===== src/rtl/input_event_collector.sv =====
// Button front end: synchronise, debounce, edge-detect and frame-timed
// auto-repeat for N buttons, with sticky event flags cleared by ack.
module input_event_collector #(
    parameter int NUM_BUTTONS     = 5,
    parameter int DEBOUNCE_CYCLES = 4,
    parameter int REPEAT_DELAY    = 30,
    parameter int REPEAT_RATE     = 8
) (
    input  logic                   clk,
    input  logic                   reset,
    input  logic [NUM_BUTTONS-1:0] buttons_in,
    input  logic                   frame_tick,
    input  logic                   ack,
    output logic [NUM_BUTTONS-1:0] pressed,
    output logic [NUM_BUTTONS-1:0] released,
    output logic [NUM_BUTTONS-1:0] repeat_evt,
    output logic [NUM_BUTTONS-1:0] held,
    output logic                   event_valid,
    output logic                   all_released
);

    localparam int CW   = $clog2(DEBOUNCE_CYCLES + 1);
    localparam int RMAX = (REPEAT_DELAY > REPEAT_RATE) ? REPEAT_DELAY
                                                       : REPEAT_RATE;
    localparam int RCW  = $clog2(RMAX + 1);

    localparam logic [CW-1:0]  DB_LAST   = CW'(DEBOUNCE_CYCLES - 1);
    localparam logic [RCW-1:0] DLY_LAST  = RCW'(REPEAT_DELAY - 1);
    localparam logic [RCW-1:0] RATE_LAST = RCW'(REPEAT_RATE - 1);

    typedef enum logic [1:0] {
        ST_IDLE,
        ST_DELAY,
        ST_REPEAT
    } rpt_state_e;

    logic [NUM_BUTTONS-1:0] r_sync1;
    logic [NUM_BUTTONS-1:0] r_sync2;
    logic [NUM_BUTTONS-1:0] r_held_d;
    logic [NUM_BUTTONS-1:0] r_pressed;
    logic [NUM_BUTTONS-1:0] r_released;
    logic [NUM_BUTTONS-1:0] r_repeat;

    logic [NUM_BUTTONS-1:0] w_held;
    logic [NUM_BUTTONS-1:0] w_rise;
    logic [NUM_BUTTONS-1:0] w_fall;
    logic [NUM_BUTTONS-1:0] w_fire;

    always_ff @(posedge clk) begin
        if (!reset) begin
            r_sync1 <= '0;
            r_sync2 <= '0;
        end else begin
            r_sync1 <= buttons_in;
            r_sync2 <= r_sync1;
        end
    end

    for (genvar gi = 0; gi < NUM_BUTTONS; gi++) begin : g_ch
        logic [CW-1:0]  r_dcnt;
        logic           r_held_b;
        rpt_state_e     r_state;
        rpt_state_e     w_state_nxt;
        logic [RCW-1:0] r_rcnt;
        logic [RCW-1:0] w_rcnt_nxt;
        logic           w_fire_c;

        // held toggles only after DEBOUNCE_CYCLES consecutive mismatches
        always_ff @(posedge clk) begin
            if (!reset) begin
                r_dcnt   <= '0;
                r_held_b <= 1'b0;
            end else if (r_sync2[gi] == r_held_b) begin
                r_dcnt <= '0;
            end else if (r_dcnt == DB_LAST) begin
                r_held_b <= ~r_held_b;
                r_dcnt   <= '0;
            end else begin
                r_dcnt <= r_dcnt + CW'(1);
            end
        end

        assign w_held[gi] = r_held_b;

        always_ff @(posedge clk) begin
            if (!reset) begin
                r_state <= ST_IDLE;
                r_rcnt  <= '0;
            end else begin
                r_state <= w_state_nxt;
                r_rcnt  <= w_rcnt_nxt;
            end
        end

        // release wins over a coincident frame_tick
        always_comb begin
            w_state_nxt = r_state;
            w_rcnt_nxt  = r_rcnt;
            w_fire_c    = 1'b0;
            unique case (r_state)
                ST_IDLE: begin
                    w_rcnt_nxt = '0;
                    if (r_held_b) begin
                        w_state_nxt = ST_DELAY;
                    end
                end
                ST_DELAY: begin
                    if (!r_held_b) begin
                        w_state_nxt = ST_IDLE;
                        w_rcnt_nxt  = '0;
                    end else if (frame_tick) begin
                        if (r_rcnt == DLY_LAST) begin
                            w_fire_c    = 1'b1;
                            w_rcnt_nxt  = '0;
                            w_state_nxt = ST_REPEAT;
                        end else begin
                            w_rcnt_nxt = r_rcnt + RCW'(1);
                        end
                    end
                end
                ST_REPEAT: begin
                    if (!r_held_b) begin
                        w_state_nxt = ST_IDLE;
                        w_rcnt_nxt  = '0;
                    end else if (frame_tick) begin
                        if (r_rcnt == RATE_LAST) begin
                            w_fire_c   = 1'b1;
                            w_rcnt_nxt = '0;
                        end else begin
                            w_rcnt_nxt = r_rcnt + RCW'(1);
                        end
                    end
                end
                default: begin
                    w_state_nxt = ST_IDLE;
                    w_rcnt_nxt  = '0;
                end
            endcase
        end

        assign w_fire[gi] = w_fire_c;
    end

    assign w_rise = w_held & ~r_held_d;
    assign w_fall = ~w_held & r_held_d;

    // ack clears old flags, but same-cycle events still latch
    always_ff @(posedge clk) begin
        if (!reset) begin
            r_held_d   <= '0;
            r_pressed  <= '0;
            r_released <= '0;
            r_repeat   <= '0;
        end else begin
            r_held_d   <= w_held;
            r_pressed  <= (ack ? '0 : r_pressed) | w_rise;
            r_released <= (ack ? '0 : r_released) | w_fall;
            r_repeat   <= (ack ? '0 : r_repeat) | w_fire;
        end
    end

    assign pressed      = r_pressed;
    assign released     = r_released;
    assign repeat_evt   = r_repeat;
    assign held         = w_held;
    assign event_valid  = |{r_pressed, r_released, r_repeat};
    assign all_released = ~|w_held;

endmodule


===== config.mk =====
export PLATFORM = sky130hd
export DESIGN_NAME = input_event_collector
export DESIGN_NICKNAME = d
export VERILOG_FILES = /design/src/rtl/input_event_collector.sv
export SDC_FILE = /design/constraint.sdc
export NUM_CORES = 1
export LEC_CHECK = 0
export BUFFER_PORTS_ARGS = -buffer_cell sky130_fd_sc_hd__buf_2
export CORE_ASPECT_RATIO = 1.25
export CORE_MARGIN = 8
export CORE_UTILIZATION = 65
export DETAILED_ROUTE_END_ITERATION = 10
export GPL_TIMING_DRIVEN = 0
export HOLD_SLACK_MARGIN = 0.02
export MAX_ROUTING_LAYER = met4
export PLACE_DENSITY = 0.95
export SYNTH_ARGS = -nofsm -noshare
export SYNTH_HDL_FRONTEND = slang
export SYNTH_SLANG_ARGS = --single-unit

===== constraint.sdc =====
create_clock -name clk -period 5.6 [get_ports clk]
set_clock_uncertainty 0.2 [all_clocks]
set_input_delay 1.12 -clock clk [delete_from_list [all_inputs] [get_ports clk]]
set_output_delay 1.12 -clock clk [all_outputs]
set_load 0.005 [all_outputs]

Yosys cells after proc, flatten, opt, wreduce, memory -nomap -nowiden

Cells that the tools add are included.

$lt $le $gt $ge: 0
Div/mod/pow operators: 0
$add $sub $neg: 10
Shifts and indexed selects: 0
Equality and inequality tests: 55
Multiply operators: 0
Muxes and demuxes: 103
Bitwise logic cells: 18
Reductions and logical operators: 28

Operator list:

| kind                                                                   | number |
|---|---|
| 5-bit 2-to-1 mux                                                       | 33 |
| 2-bit 2-to-1 mux                                                       | 25 |
| 5-bit one-hot mux with 2 select lines                                  | 5 |
| 3-bit inequality test (second input constant)                          | 15 |
| 1-bit 2-to-1 mux                                                       | 30 |
| 2-bit one-hot mux with 3 select lines                                  | 5 |
| 5-bit by 1-bit adder with 5-bit output (second input constant)         | 5 |
| 5-bit by 3-bit equality test with 1-bit output (second input constant) | 5 |
| 5-bit equality test (second input constant)                            | 5 |
| 2-bit inequality test (second input constant)                          | 10 |
| 2-bit AND reduction                                                    | 10 |
| 4-bit AND reduction                                                    | 5 |
| 3-bit by 1-bit adder with 3-bit output (second input constant)         | 5 |
| 3-bit by 2-bit equality test with 1-bit output (second input constant) | 5 |
| 5-bit OR                                                               | 3 |
| 15-bit OR reduction                                                    | 1 |
| 3-bit OR reduction                                                     | 5 |
| 1-bit inverter                                                         | 11 |
| 5-bit AND                                                              | 2 |
| 2-bit by 1-bit equality test with 1-bit output (second input constant) | 5 |
| 2-bit equality test (second input constant)                            | 5 |
| 2-bit zero test                                                        | 5 |
| 5-bit inverter                                                         | 2 |
| 1-bit one-hot mux with 2 select lines                                  | 5 |
| 3 further kinds                                                        | 7 |

Latch bits: 0
Bits in registers: 85
Input bits: 9
Bits in read-only memories: 0
RAM bits: 0
Output and inout port bits: 22
Memories: 0
Word-level logic and storage cells: 240

Logic depth before layout (Yosys ltp)

Gate-level depths: netlist of run 1.

Depth after elaboration: 6
Gate-level depth with buffers: 7
Depth with buffers taken out: 6

Worst setup path after synthesis of run 1

No wires, ideal clock.

Path kind: input -> register
From: input frame_tick
To: register g_ch[1].r_rcnt[2]
Setup time: 0.074 ns
Data required time: 5.326 ns
Arrival: 2.189 ns
Path buffers: 2
Path slack: 3.137 ns
Stages: 5
Cells stage by stage: buf_2 buf_2 nor3b_2 or4_1 a31oi_1

Cells in the longest elaborated chain, start to end: 2
Elaborated cells on any way between the ends: 3

RTL lines:

| what                            | RTL line | text |
|---|---|---|
| from (decl)                     | 12       | `input logic frame_tick,` |
| 3-bit inequality test (no line) | --       |  |
| 2-bit AND reduction (no line) * | --       |  |
| to (signal assigned)            | 91       | `r_rcnt <= w_rcnt_nxt;` |
| to (decl)                       | 64       | `logic [RCW-1:0] r_rcnt;` |

Mark *: on every way between the ends. The rest lies on a longest branch, timed or not.
A chain may end at the register's enable or synchronous reset.

Worst setup path in the final report of run 1

From: register g_ch[3].r_held_b
To: output all_released

Cells in the longest elaborated chain, start to end: 2

RTL lines:

| what                   | RTL line | text |
|---|---|---|
| from (decl)            | 61       | `logic r_held_b;` |
| from (signal assigned) | 76       | `r_held_b <= ~r_held_b;` |
| 5-bit OR reduction     | 167      | `assign all_released = ~\|w_held;` |
| 1-bit zero test        | 167      |  |
| to (decl)              | 19       | `output logic all_released` |

Every way passes these cells.

==> impl_metrics.tcl, run 1 <==
set metrics [dict create \
    max_stage_delay_ns 0.53 \
    die_h_um 107 \
    arrival_ns 1.75 \
    totalWireLength_um 9580 \
    power.density_nw_per_um2 246 \
    antenna_found_initial 0 \
    final-setup-viol-count 0 \
    wl_per_cell_um 15.3 \
    fin_ws_ns 2.53 \
    seq_area_um2 1700 \
    layout_commonest_cell "dfxtp_1" \
    critPathMaxFanout 10 \
    ios 31 \
    startpoint_type "flop" \
    syn-instance-count 493 \
    worstMarginPinSlew_ns 0.720 \
    final_nets 582 \
    synth-edff-count 0 \
    cts_buffers 9 \
    layout_common_cells "85 x dfxtp_1, 58 x nand2_1, 40 x ha_1, 35 x buf_2, 35 x nor2_1" \
    worstHoldPathCells 1 \
    p_leak_nw 1.78 \
    dp.cells 609 \
    n_antenna_cell 0 \
    track_usage 0.218 \
    num_rows 33 \
    status "completed" \
    slowest_stage "or4_1" \
    ctsHoldBuffers 0 \
    cts-htree-levels 3 \
    yosysWarnings 0 \
    max_freq_mhz 326 \
    post-route-drc-count 0 \
    fillers 441 \
    cts_tree "done" \
    startpoint "g_ch[3].r_held_b" \
    worst_setup_path_end_kind "output pin" \
    worstReg2RegStart "g_ch[4].r_state[0]" \
    area_growth_pct 10.8 \
    crit_family "simple AND/OR/NAND/NOR gates" \
    synthesis.nets 542 \
    endpoint "all_released" \
    synth_area_per_cell_um2 8.65 \
    clockBufferDepth 2 \
    finalNonFillerCells 624 \
    synth-main-ff-cell "dfxtp_1" \
    root_buffer "clkbuf_8" \
    async_flop_share 0 \
    slew_headroom 0.519 \
    drtPass1Iterations 6 \
    grt_pass1_vias 3621 \
    drtIter0Drc 273 \
    ys_types 48 \
    cp_num_cells 4 \
    fin_crit_sh 0.548 \
    fp.coreArea_um2 6440 \
    dieArea_um2 9430 \
    final_layout_size_suffix_gt1_frac 0.143 \
    place_ws_ns 2.69 \
    antenna_left 0 \
    path_buf_inv 2 \
    clock-sinks 85 \
    num_vias 3700 \
    io_buffers 29 \
    finalMaxSlewViolations 0 \
    dp_hpwl_um 6870 \
    cp_common_cell "buf_2" \
    grt_pass1_wl_um 16000 \
    hp-class "reg -> reg" \
    clkTransAtPathRegs_ns 0.08 \
    drv_cap 0 \
    cp.required_ns 4.28 \
    cts_resized 0 \
    reg2reg_slack_ns 3.37 \
    gp_congestion 0.863 \
    rsz0062_at_grt "no" \
    insertion_delay_ns 0.36 \
    yosysTopAreaCell "dfxtp_1" \
    period_needed_ns 3.07 \
    crit_type "reg -> out" \
    synth_area_leaders "dfxtp_1 40%, ha_1 12%, nand2_1 5.1%, a21oi_1 4.0%, nor2_1 3.1%" \
    rr_worst_depth 7 \
    reg2reg_to "g_ch[4].r_rcnt[4]" \
    grt_max_degree 14 \
    grt_overflow 0 \
    synth_area_um2 4270 \
    crit_chain "buf_2 -> or4_1 -> nor2_1 -> buf_2" \
    synth_top_cell_area_share 0.399 \
    ys_ff_latch 85 \
    multi_input_area_um2 2330 \
    finalHoldViolCount 0 \
    tns_ns 0 \
    routed_via_density 5.93 \
    die_x_um 88.5 \
    cts_setup_buffers 0 \
    start_util 0.662 \
    vdd_drop_max_uv 174 \
    ys_seq_area_frac 0.399 \
]
power breakdown:
part	switching, W	internal [W]
Clock	0.000216	0.000249
Sequential	0.00000502	0.000613
Combinational	0.0000497	0.0000281
Total	0.000270	0.000890
registers in the layout, indices dropped and copies added (netlist names):
signal         count
g_ch.r_held_b      5
pressed            5
r_held_d           5
released           5
g_ch.r_dcnt       15
r_sync1            5
r_sync2            5
g_ch.r_rcnt       25
g_ch.r_state      10
repeat_evt         5
synthesized netlist by cell type, types with 4 or more instances:
cell / count
dfxtp_1: 85
nor3b_2: 4
xnor2_1: 5
o21ai_0: 14
a2bb2oi_1: 4
or4_1: 15
nor4_1: 4
inv_1: 32
mux2i_1: 7
or3_1: 19
ha_1: 40
or2_2: 9
nand4_1: 6
nand2b_1: 16
clkbuf_1: 8
nor4bb_1: 4
nor2_1: 35
and2_1: 10
and3_1: 4
nor3_1: 4
nand3_1: 22
nand2_1: 58
a21oi_1: 34
buf_4: 5
buf_2: 6
a31oi_1: 11
layout make-up:
class,count,area share
Clock inverter,4,0.0156
Multi-Input combinational cell,356,0.494
Tap cell,87,0.0230
Clock buffer,11,0.0278
Sequential cell,85,0.360
Timing Repair Buffer,29,0.0307
Inverter,32,0.0254
Buffer,20,0.0230
cells by family after synthesis:
kind of cell    share of synthesized area
compound gates                      0.109
xor+xnor                           0.0103
fa+ha+maj                           0.117
buf+inv                            0.0537
flops                               0.399
mux                                0.0191
simple gates                        0.291
worst min-delay path by stage:
| stage | from | endpoint |
|---|---|---|
| 2_1_floorplan | g_ch[0].r_dcnt[0] | g_ch[0].r_dcnt[0] |
| 3_3_place_gp | g_ch[0].r_dcnt[0] | g_ch[0].r_dcnt[0] |
| 3_5_place_dp | g_ch[2].r_dcnt[0] | g_ch[2].r_dcnt[0] |
| 4_1_cts | g_ch[2].r_dcnt[0] | g_ch[2].r_dcnt[0] |
| 5_1_grt | g_ch[2].r_dcnt[0] | g_ch[2].r_dcnt[0] |
| 6_report | g_ch[3].r_dcnt[0] | g_ch[3].r_dcnt[0] |
layer usage:
layer  wire [um]  track usage  up-vias
met5           0            -        -
met4         335        0.132        0
met3         591       0.0360       28
met2        4790        0.358      140
met1        3860        0.238     1737
li1            -            -     1795
metrics by stage:
stage / instance area [um2] / total power, W / utilization / hold WS (ns)
floorplan: 4270 / 0.000686 / - / 0.199
global placement: 4520 / 0.000702 / 0.702 / 0.207
detailed placement: 4520 / 0.000708 / 0.702 / 0.214
CTS: 4720 / 0.00116 / 0.733 / 0.225
global route: 4720 / 0.00120 / 0.733 / 0.243
finish: 4720 / 0.00116 / 0.733 / 0.225
Power figures use the tool's default switching activity.
==> inputs of run 2 (changes only) <==
Settings changed: CORE_UTILIZATION 65 to 60, PLACE_DENSITY 0.95 to 0.89.
Clock period 5.6 ns to 3 ns, I/O delays scaled along.
==> impl_metrics.tcl, run 2 (same netlist as run 1, synthesis figures left out) <==
set metrics [dict create \
    fin_crit_sh 0.857 \
    largest_reg_flops 25 \
    period_needed_ns 2.57 \
    gp_congestion 0.844 \
    clockBufferDepth 2 \
    cts_setup_buffers 0 \
    worstMarginPinSlew_ns 0.706 \
    endpoint "all_released" \
    cts_buffers 9 \
    post-route-drc-count 0 \
    worst_setup_path_end_kind "output pin" \
    worstReg2RegStart "g_ch[4].r_state[0]" \
    grt_overflow 0 \
    cts-htree-levels 3 \
    max_freq_mhz 389 \
    wl_per_cell_um 14.8 \
    finalMaxSlewViolations 0 \
    hp-class "reg -> reg" \
    num_vias 3622 \
    max_flop_register "g_ch.r_rcnt" \
    grt_pass1_wl_um 15600 \
    grt_max_degree 15 \
    status "completed" \
    startpoint_type "flop" \
    finalHoldViolCount 0 \
    crit_type "reg -> out" \
    fp.coreArea_um2 6930 \
    dp_hpwl_um 6760 \
    area_growth_pct 11.0 \
    num_rows 34 \
    root_buffer "clkbuf_8" \
    final_nets 582 \
    startpoint "g_ch[2].r_held_b" \
    layout_commonest_cell "dfxtp_1" \
    track_usage 0.195 \
    ctsHoldBuffers 0 \
    slew_headroom 0.527 \
    drtPass1Iterations 5 \
    final-setup-viol-count 0 \
    reg2reg_slack_ns 0.80 \
    clkTransAtPathRegs_ns 0.09 \
    die_x_um 91.4 \
    n_antenna_cell 0 \
    totalWireLength_um 9310 \
    vdd_drop_max_uv 292 \
    final_layout_size_suffix_gt1_frac 0.145 \
    antenna_found_initial 0 \
    rsz0062_at_grt "no" \
    cp.required_ns 2.20 \
    tns_ns 0 \
    arrival_ns 1.77 \
    holdWs_ns 0.225 \
    layout_common_cells "85 x dfxtp_1, 58 x nand2_1, 40 x ha_1, 35 x buf_2, 35 x nor2_1" \
    critPathMaxFanout 10 \
    drv_cap 0 \
    drtIter0Drc 201 \
    antenna_left 0 \
    insertion_delay_ns 0.35 \
    reg2reg_to "g_ch[4].r_rcnt[4]" \
    cts_tree "done" \
    ios 31 \
    start_util 0.615 \
    power.density_nw_per_um2 460 \
    clock-sinks 85 \
    die_h_um 110 \
    routed_via_density 5.78 \
    rr_worst_depth 7 \
    io_buffers 29 \
    reg_top3 "g_ch.r_rcnt x25, g_ch.r_dcnt x15, g_ch.r_state x10" \
    cts_resized 0 \
    dieArea_um2 10100 \
    grt_pass1_vias 3416 \
    p_leak_nw 1.78 \
]
run 2: cell count changes in the layout (fill, tap and decap cells not counted):
cell        before  now
clkbuf_1        10    9
clkinv_2         1    0
clkinvlp_4       0    1
inv_6            0    1
run 2: where the power goes:
group	internal, W	switching, W	total [W]
logic	0.0000525	0.0000938	0.000146
registers	0.00114	0.0000100	0.00115
clock network	0.000469	0.000408	0.000877
run 2: worst min-delay path by stage:
| stage | startpoint | to | slack [ns] | cells after the start |
|---|---|---|---|---|
| global placement | g_ch[4].r_dcnt[0] | g_ch[4].r_dcnt[0] | 0.21 | 1 |
| CTS | g_ch[3].r_dcnt[0] | g_ch[3].r_dcnt[0] | 0.23 | 1 |
| global route | buttons_in[0] | r_sync1[0] | 0.24 | 2 |
| detailed placement | g_ch[3].r_dcnt[0] | g_ch[3].r_dcnt[0] | 0.22 | 1 |
| floorplan | g_ch[0].r_dcnt[0] | g_ch[0].r_dcnt[0] | 0.20 | 1 |
| finish | g_ch[3].r_dcnt[0] | g_ch[3].r_dcnt[0] | 0.22 | 1 |
run 2: area by class of cell:
type,count,area (um2)
buffer,20,109
timing repair buffer,29,145
sequential,85,1700
multi-input combinational,356,2330
clock buffer,10,128
clock inverter,5,85.1
inverter,32,120
fill,534,2200
tap,90,113
run 2: per-stage QoR:
| stage | setup WS [ns] | instances | power, W | utilization | instance area (um2) |
|---|---|---|---|---|---|
| after CTS | 0.450 | 627 | 0.00219 | 0.683 | 4740 |
| after global placement | 0.718 | 612 | 0.00131 | 0.652 | 4520 |
| after global routing | 0.346 | 627 | 0.00226 | 0.683 | 4740 |
| final | 0.430 | 627 | 0.00218 | 0.683 | 4740 |
| after floorplan | 0.965 | 493 | 0.00128 | - | 4270 |
| after detailed placement | 0.629 | 612 | 0.00132 | 0.652 | 4520 |
run 2: worst max-delay path: stages (launching register included):
cell,delay [ns]
dfxtp_1,0.36
buf_2,0.21
or4_1,0.55
nor2_1,0.15
buf_2,0.14
run 2: routing by layer:
metal | wire length, um | track usage | share of wire | vias up
met2 | 4700 | 0.342 | 0.50 | 98
met4 | 195 | 0.0879 | 0.021 | 0
met5 | 0 | - | 0 | -
li1 | - | - | - | 1795
met1 | 3860 | 0.206 | 0.41 | 1709
met3 | 550 | 0.0447 | 0.059 | 20
==> inputs of run 3 (changes only) <==
Settings changed: CAP_MARGIN from default to 15, SETUP_SLACK_MARGIN from default to 0.5.
==> impl_metrics.tcl, run 3 (same netlist as run 1, synthesis figures left out) <==
set metrics [dict create \
    status "completed" \
    die_h_um 110 \
    wl_per_cell_um 15.0 \
    worst_setup_path_end_kind "output pin" \
    slowest_stage "or4_4" \
    drtIter0Drc 195 \
    reg2reg_to "g_ch[4].r_rcnt[4]" \
    hp-class "reg -> reg" \
    vdd_drop_max_uv 308 \
    layout_common_cells "83 x dfxtp_1, 58 x nand2_1, 40 x ha_1, 34 x nor2_1, 34 x a21oi_1" \
    clkTransAtPathRegs_ns 0.09 \
    critPathMaxFanout 10 \
    combPwrFrac 0.067 \
    max_stage_delay_ns 0.54 \
    grt_pass1_wl_um 15600 \
    final-setup-viol-count 0 \
    switchingPower_w 0.000510 \
    worstMarginPinSlew_ns 0.719 \
    cp.required_ns 2.20 \
    area_growth_pct 11.8 \
    io_buffers 29 \
    antenna_found_initial 0 \
    start_util 0.615 \
    p_int_w 0.00166 \
    num_vias 3615 \
    clockPowerShare 0.402 \
    rsz0062_at_grt "no" \
    finalMaxSlewViolations 0 \
    startpoint_type "flop" \
    worstReg2RegStart "g_ch[4].r_state[0]" \
    track_usage 0.195 \
    ios 31 \
    crit_type "reg -> out" \
    max_freq_mhz 406 \
    cts_setup_buffers 0 \
    cts_buffers 9 \
    root_buffer "clkbuf_8" \
    final_nets 582 \
    endpoint "all_released" \
    cts-htree-levels 3 \
    layout_commonest_cell "dfxtp_1" \
    min_from "g_ch[3].r_dcnt[0]" \
    drv_cap 0 \
    crit_chain "buf_4 -> or4_4 -> nor2_4 -> buf_6" \
    rr_worst_depth 7 \
    tns_ns 0 \
    reg_top3 "g_ch.r_rcnt x25, g_ch.r_dcnt x15, g_ch.r_state x10" \
    clockBufferDepth 2 \
    reg2reg_slack_ns 0.80 \
    grt_max_degree 15 \
    gp_congestion 0.844 \
    dp.cells 612 \
    fin_crit_sh 0.821 \
    totalWireLength_um 9420 \
    dp_hpwl_um 6760 \
    pwr-share-seq 0.530 \
    routed_via_density 5.77 \
    power.density_nw_per_um2 456 \
    final_layout_size_suffix_gt1_frac 0.153 \
    post-route-drc-count 0 \
    max_flop_register "g_ch.r_rcnt" \
    arrival_ns 1.66 \
    antenna_left 0 \
    dieArea_um2 10100 \
    cts_tree "done" \
    largest_reg_flops 25 \
    die_x_um 91.4 \
    drtPass1Iterations 4 \
    startpoint "g_ch[3].r_held_b" \
    fp.coreArea_um2 6930 \
    clock-sinks 85 \
    n_antenna_cell 0 \
    period_needed_ns 2.46 \
    insertion_delay_ns 0.35 \
    p_leak_nw 1.79 \
    ctsHoldBuffers 0 \
    finalHoldViolCount 0 \
    grt_overflow 0 \
    slew_headroom 0.519 \
    num_rows 34 \
    finalNonFillerCells 627 \
    p_sw_frac 0.235 \
    grt_pass1_vias 3406 \
]
==> run 3: how the worst min path moves through the flow <==
stage               slack [ns]                 to  cells past startpoint
floorplan                 0.20  g_ch[0].r_dcnt[0]                      1
global placement          0.21  g_ch[4].r_dcnt[0]                      1
detailed placement        0.22  g_ch[3].r_dcnt[0]                      1
CTS                       0.23  g_ch[3].r_dcnt[0]                      1
global route              0.24         r_sync1[0]                      2
finish                    0.23  g_ch[3].r_dcnt[0]                      1
==> run 3: stage by stage <==
step	instance area (um2)	hold WS, ns	utilization	setup WS, ns	total power [W]
2_1_floorplan	4270	0.199	-	0.965	0.00128
3_3_place_gp	4520	0.207	0.652	0.718	0.00131
3_5_place_dp	4520	0.217	0.652	0.629	0.00132
4_1_cts	4750	0.231	0.685	0.505	0.00219
5_1_grt	4770	0.237	0.688	0.491	0.00226
6_report	4770	0.225	0.688	0.537	0.00217
==> run 3: layout make-up <==
class                   instances  area (um2)
plain buffers                  20         118
flip-flops and latches         85        1710
clock buffers                  10         128
clock inverters                 5        85.1
fillers                       528        2160
multi-input cells             356        2350
inverters                      32         120
repair buffers                 29         151
well taps                      90         113
==> run 3: what timing repair did <==
| action | CTS | global route |
|---|---|---|
| pin swaps | 1 | 2 |
| endpoints found under the hold margin | 0 | 0 |
| setup endpoints to repair | 1 | 1 |
| resized for setup | 6 | 5 |
==> run 3: power by group through the flow <==
stage | registers, W | logic (W) | clock network [W]
4_1_cts | 0.00115 | 0.000145 | 0.000886
6_report | 0.00115 | 0.000147 | 0.000875
2_1_floorplan | 0.00118 | 0.000102 | 0
5_1_grt | 0.00116 | 0.000161 | 0.000941
3_3_place_gp | 0.00118 | 0.000131 | 0
3_5_place_dp | 0.00118 | 0.000141 | 0
==> run 3: routing by layer <==
metal / share of wire / track usage
met4: 0.018 / 0.0844
met2: 0.51 / 0.344
met1: 0.42 / 0.208
met5: 0 / -
met3: 0.053 / 0.0440
==> run 3: critical path, delay by kind of cell (launching register included) <==
kind / cells / cell delay (ns)
flops: 1 / 0.37
buf+inv: 2 / 0.28
simple gates: 2 / 0.66
